`config.mk`:
```
export PLATFORM = sky130hd
export DESIGN_NAME = msx_bus_sync
export DESIGN_NICKNAME = d
export VERILOG_FILES = /design/src/rtl/msx_bus_pkg.sv /design/src/rtl/msx_sync.sv /design/src/rtl/msx_bus_sync.sv
export SDC_FILE = /design/constraint.sdc
export NUM_CORES = 1
export LEC_CHECK = 0
export BUFFER_PORTS_ARGS = -buffer_cell sky130_fd_sc_hd__buf_2
export CAP_MARGIN = 20
export CORE_ASPECT_RATIO = 1.1
export CORE_UTILIZATION = 44
export CTS_BUF_LIST = sky130_fd_sc_hd__clkbuf_4 sky130_fd_sc_hd__clkbuf_8 sky130_fd_sc_hd__clkbuf_16
export DETAILED_ROUTE_END_ITERATION = 10
export HOLD_SLACK_MARGIN = 0.05
export PLACE_DENSITY = 0.86
export SLEW_MARGIN = 30
export SYNTH_ARGS = -nofsm -noshare
export SYNTH_HDL_FRONTEND = slang
export SYNTH_SLANG_ARGS = --single-unit
export TNS_END_PERCENT = 10
```
`constraint.sdc`:
```
create_clock -name clk -period 1.6 [get_ports clk]
set_clock_uncertainty 0.05 [all_clocks]
set_input_delay 0.24 -clock clk [delete_from_list [all_inputs] [get_ports clk]]
set_output_delay 0.24 -clock clk [all_outputs]
set_load 0.01 [all_outputs]
```
`src/rtl/msx_bus_pkg.sv`:
```
// Shared definitions for the MSX cartridge bus synchroniser.
package msx_bus_pkg;

  localparam int unsigned SYNC_STAGES_DEF   = 2;
  localparam int unsigned SETTLE_CYCLES_DEF = 3;

  // Wide enough for SETTLE_CYCLES up to 15 and the post-reset fill count.
  localparam int unsigned CNT_W = 4;

  typedef enum logic [2:0] {
    ST_IDLE,
    ST_SETTLE,
    ST_STROBE,
    ST_CLAIM,
    ST_HOLD,
    ST_RELEASE
  } bus_state_t;

endpackage

```
`src/rtl/msx_sync.sv`:
```
// Multi-flop synchroniser for one asynchronous, active-low bus strobe.
// Flops reset to 1 so a reset never looks like an asserted strobe.
module msx_sync #(
  parameter int unsigned DEPTH = 2
) (
  input  logic clk,
  input  logic reset_n,
  input  logic d,
  output logic q
);

  logic [DEPTH-1:0] stages;

  // Shift the raw pin through DEPTH flops.
  always_ff @(posedge clk or negedge reset_n) begin
    if (!reset_n) stages <= '1;
    else          stages <= {stages[DEPTH-2:0], d};
  end

  assign q = stages[DEPTH-1];

endmodule

```
`src/rtl/msx_bus_sync.sv`:
```
// MSX cartridge bus front end: synchronises the asynchronous strobes,
// waits for the bus to settle, latches address/data/strobes, issues a
// single-cycle enable and optionally drives read data back to the bus.
module msx_bus_sync
  import msx_bus_pkg::*;
#(
  parameter int unsigned SYNC_STAGES   = SYNC_STAGES_DEF,
  parameter int unsigned SETTLE_CYCLES = SETTLE_CYCLES_DEF
) (
  input  logic        clk,
  input  logic        reset_n,
  input  logic [15:0] bus_addr,
  input  logic [7:0]  bus_din,
  input  logic        bus_rd_n,
  input  logic        bus_wr_n,
  input  logic        bus_merq_n,
  input  logic        bus_iorq_n,
  input  logic        bus_sltsl_n,
  output logic [7:0]  bus_dout,
  output logic        bus_oe,
  output logic [15:0] addr,
  output logic [7:0]  cdin,
  output logic        rd_n,
  output logic        wr_n,
  output logic        sltsl_n,
  output logic        iorq_n,
  output logic        enable,
  input  logic        busreq,
  input  logic [7:0]  cdout
);

  logic rd_s, wr_s, merq_s, iorq_s, sltsl_s;

  msx_sync #(.DEPTH(SYNC_STAGES)) u_sync_rd    (.clk(clk), .reset_n(reset_n), .d(bus_rd_n),    .q(rd_s));
  msx_sync #(.DEPTH(SYNC_STAGES)) u_sync_wr    (.clk(clk), .reset_n(reset_n), .d(bus_wr_n),    .q(wr_s));
  msx_sync #(.DEPTH(SYNC_STAGES)) u_sync_merq  (.clk(clk), .reset_n(reset_n), .d(bus_merq_n),  .q(merq_s));
  msx_sync #(.DEPTH(SYNC_STAGES)) u_sync_iorq  (.clk(clk), .reset_n(reset_n), .d(bus_iorq_n),  .q(iorq_s));
  msx_sync #(.DEPTH(SYNC_STAGES)) u_sync_sltsl (.clk(clk), .reset_n(reset_n), .d(bus_sltsl_n), .q(sltsl_s));

  bus_state_t       state, state_nxt;
  logic [CNT_W-1:0] cnt;
  logic             armed;
  logic             oe_q;
  logic             strobes_idle;
  logic             cycle_req;
  logic             settle_done;

  assign strobes_idle = rd_s && wr_s;
  assign cycle_req    = (!rd_s || !wr_s) && (!merq_s || !iorq_s);
  assign settle_done  = (cnt == CNT_W'(SETTLE_CYCLES - 1));

  // State register.
  always_ff @(posedge clk or negedge reset_n) begin
    if (!reset_n) state <= ST_IDLE;
    else          state <= state_nxt;
  end

  // Next-state decode; IDLE only accepts a cycle once armed after reset.
  always_comb begin
    state_nxt = state;
    case (state)
      ST_IDLE:    if (armed && cycle_req) state_nxt = ST_SETTLE;
      ST_SETTLE:  if (strobes_idle)       state_nxt = ST_IDLE;
                  else if (settle_done)   state_nxt = ST_STROBE;
      ST_STROBE:  state_nxt = ST_CLAIM;
      ST_CLAIM:   state_nxt = ST_HOLD;
      ST_HOLD:    if (strobes_idle)       state_nxt = ST_RELEASE;
      ST_RELEASE: state_nxt = ST_IDLE;
      default:    state_nxt = ST_IDLE;
    endcase
  end

  // Outputs decoded from state so bus_oe cannot be high outside HOLD.
  always_comb begin
    enable = (state == ST_STROBE);
    bus_oe = (state == ST_HOLD) && oe_q;
  end

  // Counter, arming, latches and read-data capture.
  // After reset the counter first waits for the synchronisers to fill with
  // real pin values, then arming needs rd/wr seen high, so a cycle already
  // in progress at reset release is ignored. Latched strobes are released
  // on the HOLD->RELEASE edge so they drop together with bus_oe.
  always_ff @(posedge clk or negedge reset_n) begin
    if (!reset_n) begin
      cnt      <= '0;
      armed    <= 1'b0;
      oe_q     <= 1'b0;
      bus_dout <= '0;
      addr     <= '0;
      cdin     <= '0;
      rd_n     <= 1'b1;
      wr_n     <= 1'b1;
      sltsl_n  <= 1'b1;
      iorq_n   <= 1'b1;
    end else begin
      case (state)
        ST_IDLE: begin
          if (!armed) begin
            if (cnt < CNT_W'(SYNC_STAGES)) begin
              cnt <= cnt + 1'b1;
            end else if (strobes_idle) begin
              armed <= 1'b1;
              cnt   <= '0;
            end
          end else begin
            cnt <= '0;
          end
        end
        ST_SETTLE: begin
          if (strobes_idle) begin
            cnt <= '0;
          end else if (settle_done) begin
            cnt     <= '0;
            addr    <= bus_addr;
            cdin    <= bus_din;
            rd_n    <= rd_s;
            wr_n    <= wr_s;
            sltsl_n <= sltsl_s;
            iorq_n  <= iorq_s;
          end else begin
            cnt <= cnt + 1'b1;
          end
        end
        ST_CLAIM: begin
          if (busreq && !rd_n && wr_n) begin
            bus_dout <= cdout;
            oe_q     <= 1'b1;
          end else begin
            oe_q <= 1'b0;
          end
        end
        ST_HOLD: begin
          if (strobes_idle) begin
            oe_q    <= 1'b0;
            rd_n    <= 1'b1;
            wr_n    <= 1'b1;
            sltsl_n <= 1'b1;
            iorq_n  <= 1'b1;
          end
        end
        default: ;
      endcase
    end
  end

endmodule

```
# After elaboration in Yosys (flattened, before gate mapping)
# Cells that the tools add are included.
[classes]
add_sub_neg = 1
n_lt_le_gt_ge = 1
n_eq_ne = 11
muxes = 30
bitwise = 1
n_reduce_logical = 23
[op_table]
columns = ["operator", "count"]
rows = [
  ["$mux W4", 5],
  ["$pmux W3 S5", 1],
  ["$mux W1", 14],
  ["$mux W3", 4],
  ["$pmux W1 S2", 5],
  ["$ne A2 B2 Y1 const B", 4],
  ["$pmux W4 S2", 1],
  ["$eq A3 B2 Y1 const B", 2],
  ["$logic_and A1 B1 Y1", 6],
  ["$reduce_and A2 Y1", 3],
  ["$reduce_and A3 Y1", 2],
  ["$reduce_bool A2 Y1", 3],
  ["$logic_not A1 Y1", 5],
  ["$add A4 B1 Y4 const B", 1],
  ["$eq A4 B2 Y1 const B", 1],
  ["$lt A4 B2 Y1 const B", 1],
  ["$ne A4 B4 Y1 const B", 1],
  ["$reduce_and A4 Y1", 1],
  ["$eq A3 B1 Y1 const B", 1],
  ["$eq A3 B3 Y1 const B", 1],
  ["$logic_not A3 Y1", 1],
  ["$ne A3 B3 Y1 const B", 1],
  ["$logic_or A1 B1 Y1", 2],
  ["$not A1 Y1", 1],
]
[word_totals]
regBits = 55
input_bits = 40
out_inout_bits = 38
elab_cells = 83

# Logic depth before layout (Yosys ltp)
[logic_depth]
ltp_word = 6
depth_mapped = 7
depth_no_buf = 6

# By module
# A second synthesis with hierarchy kept.
[unflattened]
cells_unflattened = 144
area_unflattened_um2 = 2158.3
[by_module_without_submodules]
columns = ["module", "instances", "cells_per_inst", "area_per_inst_um2", "seq_area_each_um2"]
rows = [
  ["msx_bus_sync", 1, 134, 1895.6, 1131.1],
  ["msx_sync", 5, 2, 52.6, 52.6],
]

# Least setup slack after synthesis
# OpenSTA, ideal clock, no wires.
[synth_path]
kind = "reg-to-reg"
from = "register cnt[0]"
to = "register addr[5]"
setup_time_ns = 0.127
arrival_time_ns = 1.512
required_time_ns = 1.423
setup_slack_ns = -0.089
path_stages_with_launch = 7
path_buffers = 1
synth_period_minus_slack_ns = 1.689
path_cell_list = "dfrtp_1 inv_1 ha_1 nor3b_2 nand3_4 buf_6 mux2_1"
[synth_between]
elab_chain_len = 2
[synth_lines]
columns = ["item", "line", "rtl"]
rows = [
  ["from (decl)", "msx_bus_sync.sv:41", "logic [CNT_W-1:0] cnt;"],
  ["from (signal assigned)", "msx_bus_sync.sv:101", "cnt <= cnt + 1'b1;"],
  ["from (signal assigned)", "msx_bus_sync.sv:122", "cnt <= cnt + 1'b1;"],
  ["$eq A4 B2 Y1", "msx_bus_sync.sv:50", "assign settle_done = (cnt == CNT_W'(SETTLE_CYCLES - 1));"],
  ["$reduce_and A3 Y1 (no line)", "-", ""],
  ["to (signal assigned)", "msx_bus_sync.sv:115", "addr <= bus_addr;"],
  ["to (decl)", "msx_bus_sync.sv:21", "output logic [15:0] addr,"],
]
# Every way passes these cells.
# A chain may end at the register's enable or synchronous reset.

# Worst setup path in the final report
[layout_path]
from = "register state[1]"
to = "output port bus_oe"
[layout_between]
elab_chain_len = 2
[layout_lines]
columns = ["item", "line", "rtl"]
rows = [
  ["from (decl)", "msx_bus_sync.sv:40", "bus_state_t state, state_nxt;"],
  ["from (signal assigned)", "msx_bus_sync.sv:55", "else state <= state_nxt;"],
  ["$eq A3 B3 Y1", "msx_bus_sync.sv:76", "bus_oe = (state == ST_HOLD) && oe_q;"],
  ["$logic_and A1 B1 Y1", "msx_bus_sync.sv:76", ""],
  ["to (decl)", "msx_bus_sync.sv:20", "output logic bus_oe,"],
]
# Every way passes these cells.

==> results.md <==
* Status: finished clean
* Multi-input gate area at 758 sq um
* Initial Util at 0.463
* Syn nets at 191
* TritonCTS clock tree: yes
* Crit path required time at 1.31 ns
* Peak supply drop at 0.000965 V
* Final nets at approximately 290
* Top-count cell post-synth: dfrtp_1
* Die H at 75.7 um
* Met3 GRT Util at 0.0434
* Core Region at ~4700 sq um
* Rows at 26
* 1st-pass router iterations at 4
* Max-Cap Viols at 0
* CP Launch Type: register
* Kind of critical path: reg -> out
* Global placement routability congestion at between 0.8 and 0.9
* Relative slew slack at 0.713
* Skew-Pair Late Insertion Delay at 0.31 ns
* Crit. End Element: output pin
* 1st-iter DRT viols at 44
* Hold slack at 0.0966 ns
* Clock buffer depth at 2
* Final worst path period need at 1.59 ns
* Synthesis Warnings at 0
* Top post-synthesis cells by area: dfrtp_1, dfstp_2, mux2_2
* Htree depth at 2
* Sink Count at 55
* Largest net degree at the start of global routing at between 50 and 60
* # diodes at 0
* Congestion Overflow GR at 0
* Via Count at approximately 1500
* Avg Cell Area, Syn at 14.6 sq um
* Setup violators final at 0
* Post-synth EDFFs at 0
* Final Hold Fails at 0
* Grt met1 use at 0.222
* CP max FO at 6
* Fill cells at 372
* DR vias/cell at 4.89
* ANT nets after route at 0
* Met2 Use GR at 0.263
* Post-synth top cells: dfrtp_1, mux2_2, dfstp_2
* Share of cells above drive strength 1 at 0.632
* Final std cells w/o fill at 306
* Post-synth ARST share at 1.00
* Seq cells post-synth at 55
* Synth-to-Final Area Change at 34.5%
* Num CTS Buffers at 5
* Pwr dens at 1740 nW/um^2
* Synth top area share at 0.473
* Clock Tree Root: clkbuf_8
* Synth unique cells at 33
* First-pass GRT wire length at approximately 6.3 mm
* Die width at 69.0 um
* Clk pin slew, worst setup/hold paths at 0.10 ns
* Register area share after synthesis at 0.642
* Period utilization at 0.997
* Storage cell area at between 1000 and 1500 sq um
* Initial antenna violation count at 0
* Post-Synthesis Cells at 149
* Layer with the highest usage: met2
* Slew Limit Fails at 0
* Routed len/inst at 13.4 um
* Achievable Freq at approximately 630 MHz
* Unrepaired setup endpoints after global routing: true
* Arrival time at the worst endpoint at ~1.3 ns
* Pleak at 1.48 nW
* Die Area at 5220 sq um
* Commonest register cell after synthesis: dfrtp_1
* Cells after DPL at 291
* Post-DP HPWL at 2.90 mm
* Area after DPL at 2730 sq um
* Number of global-route vias before repair at 1406
* Worst hold path class: in -> reg
* Global Route Usage Sum at 0.167
* Mapped Area at 2170 sq um
* PortBufs at 77
* Ports at 78
* Leading area contributor after synthesis: dfrtp_1
* Residual DRC at 0
* Worst Max-Slew Pin Slew at 0.425 ns
* Drt total wl at roughly 4 mm
* Finished Cell Area at 2920 sq um
-- power breakdown --
| group | leakage, nW | switching [W] | internal (W) |
|---|---|---|---|
| registers | 0.655 | 0.000282 | 0.00198 |
| clock network | 0.0519 | 0.000442 | 0.000373 |
| logic | 0.776 | 0.000974 | 0.00103 |
| total | 1.48 | 0.00170 | 0.00339 |
-- cell families (layout without fill, tap and decap cells) --
kind of cell | after synthesis | after routing | synth area share
adders and majority gates | 2 | 2 | 0.0115
and+or+nand+nor | 32 | 32 | 0.0905
muxes | 36 | 36 | 0.184
DFF | 55 | 55 | 0.642
buffers and inverters | 8 | 109 | 0.0213
AOI/OAI and AO/OA | 16 | 16 | 0.0501
-- metal layers --
metal,routed length [um],share of wire
met3,250,0.061
met2,1990,0.48
met4,66,0.016
met5,0,0
met1,1800,0.44
-- state kept, by name, summed over array words and instances, names as in the netlist, 2 cells and up --
signal	count
u_sync_merq.stages	2
u_sync_iorq.stages	2
bus_dout	8
u_sync_sltsl.stages	2
cdin	8
u_sync_rd.stages	2
addr	16
cnt	4
state	3
u_sync_wr.stages	2
-- final cells by class --
cell class,instances,area share
Tap cell,56,0.0240
Inverter,3,0.00386
Timing Repair Buffer,98,0.201
Sequential cell,55,0.477
Clock buffer,7,0.0309
Clock inverter,1,0.00300
Multi-Input combinational cell,86,0.260
-- critical path, cell delays in order, from the launching register on --
cell and delay [ns]:
dfrtp_1 0.40, buf_4 0.16, nor2_4 0.13, and3_1 0.17, buf_2 0.13
-- path summary, 6_finish.rpt --
check | slack [ns] | from | cells after the start | end
hold / removal | 0.1 | bus_addr[5] | 2 | addr[5]
setup / recovery | 0.005 | state[1] | 4 | bus_oe
max in group asynchronous | 0.81 | reset_n | 3 | u_sync_sltsl.stages[1]
min in group asynchronous | 0.40 | reset_n | 3 | cdin[2]
hold reg to reg | 0.31 | u_sync_rd.stages[0] | 0 | u_sync_rd.stages[1]
setup reg to reg | 0.03 | cnt[0] | 6 | cdin[2]
-- what timing repair did --
item / CTS / global route
setup endpoints to repair: 4 / 21
pin swaps: 0 / 1
buffers inserted: 1 / 0
hold endpoints to repair: 46 / 0
resized for setup: 3 / 4
hold buffers: 6 / 0
-- cell usage in the layout, fill, tap and decap left out, drive strengths merged, types with 2 or more instances in the layout --
cell | netlist | final
dfrtp | 41 | 41
mux2 | 32 | 32
nand3 | 4 | 4
inv | 3 | 3
and3 | 3 | 3
clkbuf | 3 | 7
dlygate4sd3 | 0 | 6
mux2i | 4 | 4
nor3 | 4 | 4
a21oi | 4 | 4
ha | 2 | 2
o21ai | 6 | 6
buf | 2 | 92
nor2 | 2 | 2
o31ai | 2 | 2
nor3b | 2 | 2
nand2 | 13 | 13
dfstp | 14 | 14
-- per-stage QoR --
step / utilization / TNS, ns / setup WS (ns) / power, W
final: 0.623 / 0 / 0.00510 / 0.00509
after global routing: 0.623 / -0.294 / -0.0505 / 0.00544
after CTS: 0.619 / 0 / 0.0138 / 0.00512
after detailed placement: 0.582 / -0.0113 / -0.00540 / 0.00424
after global placement: 0.582 / 0 / 0.0388 / 0.00415
after floorplan: - / -0.178 / -0.0475 / 0.00341
Note: power is estimated with default switching activity, not from simulation.
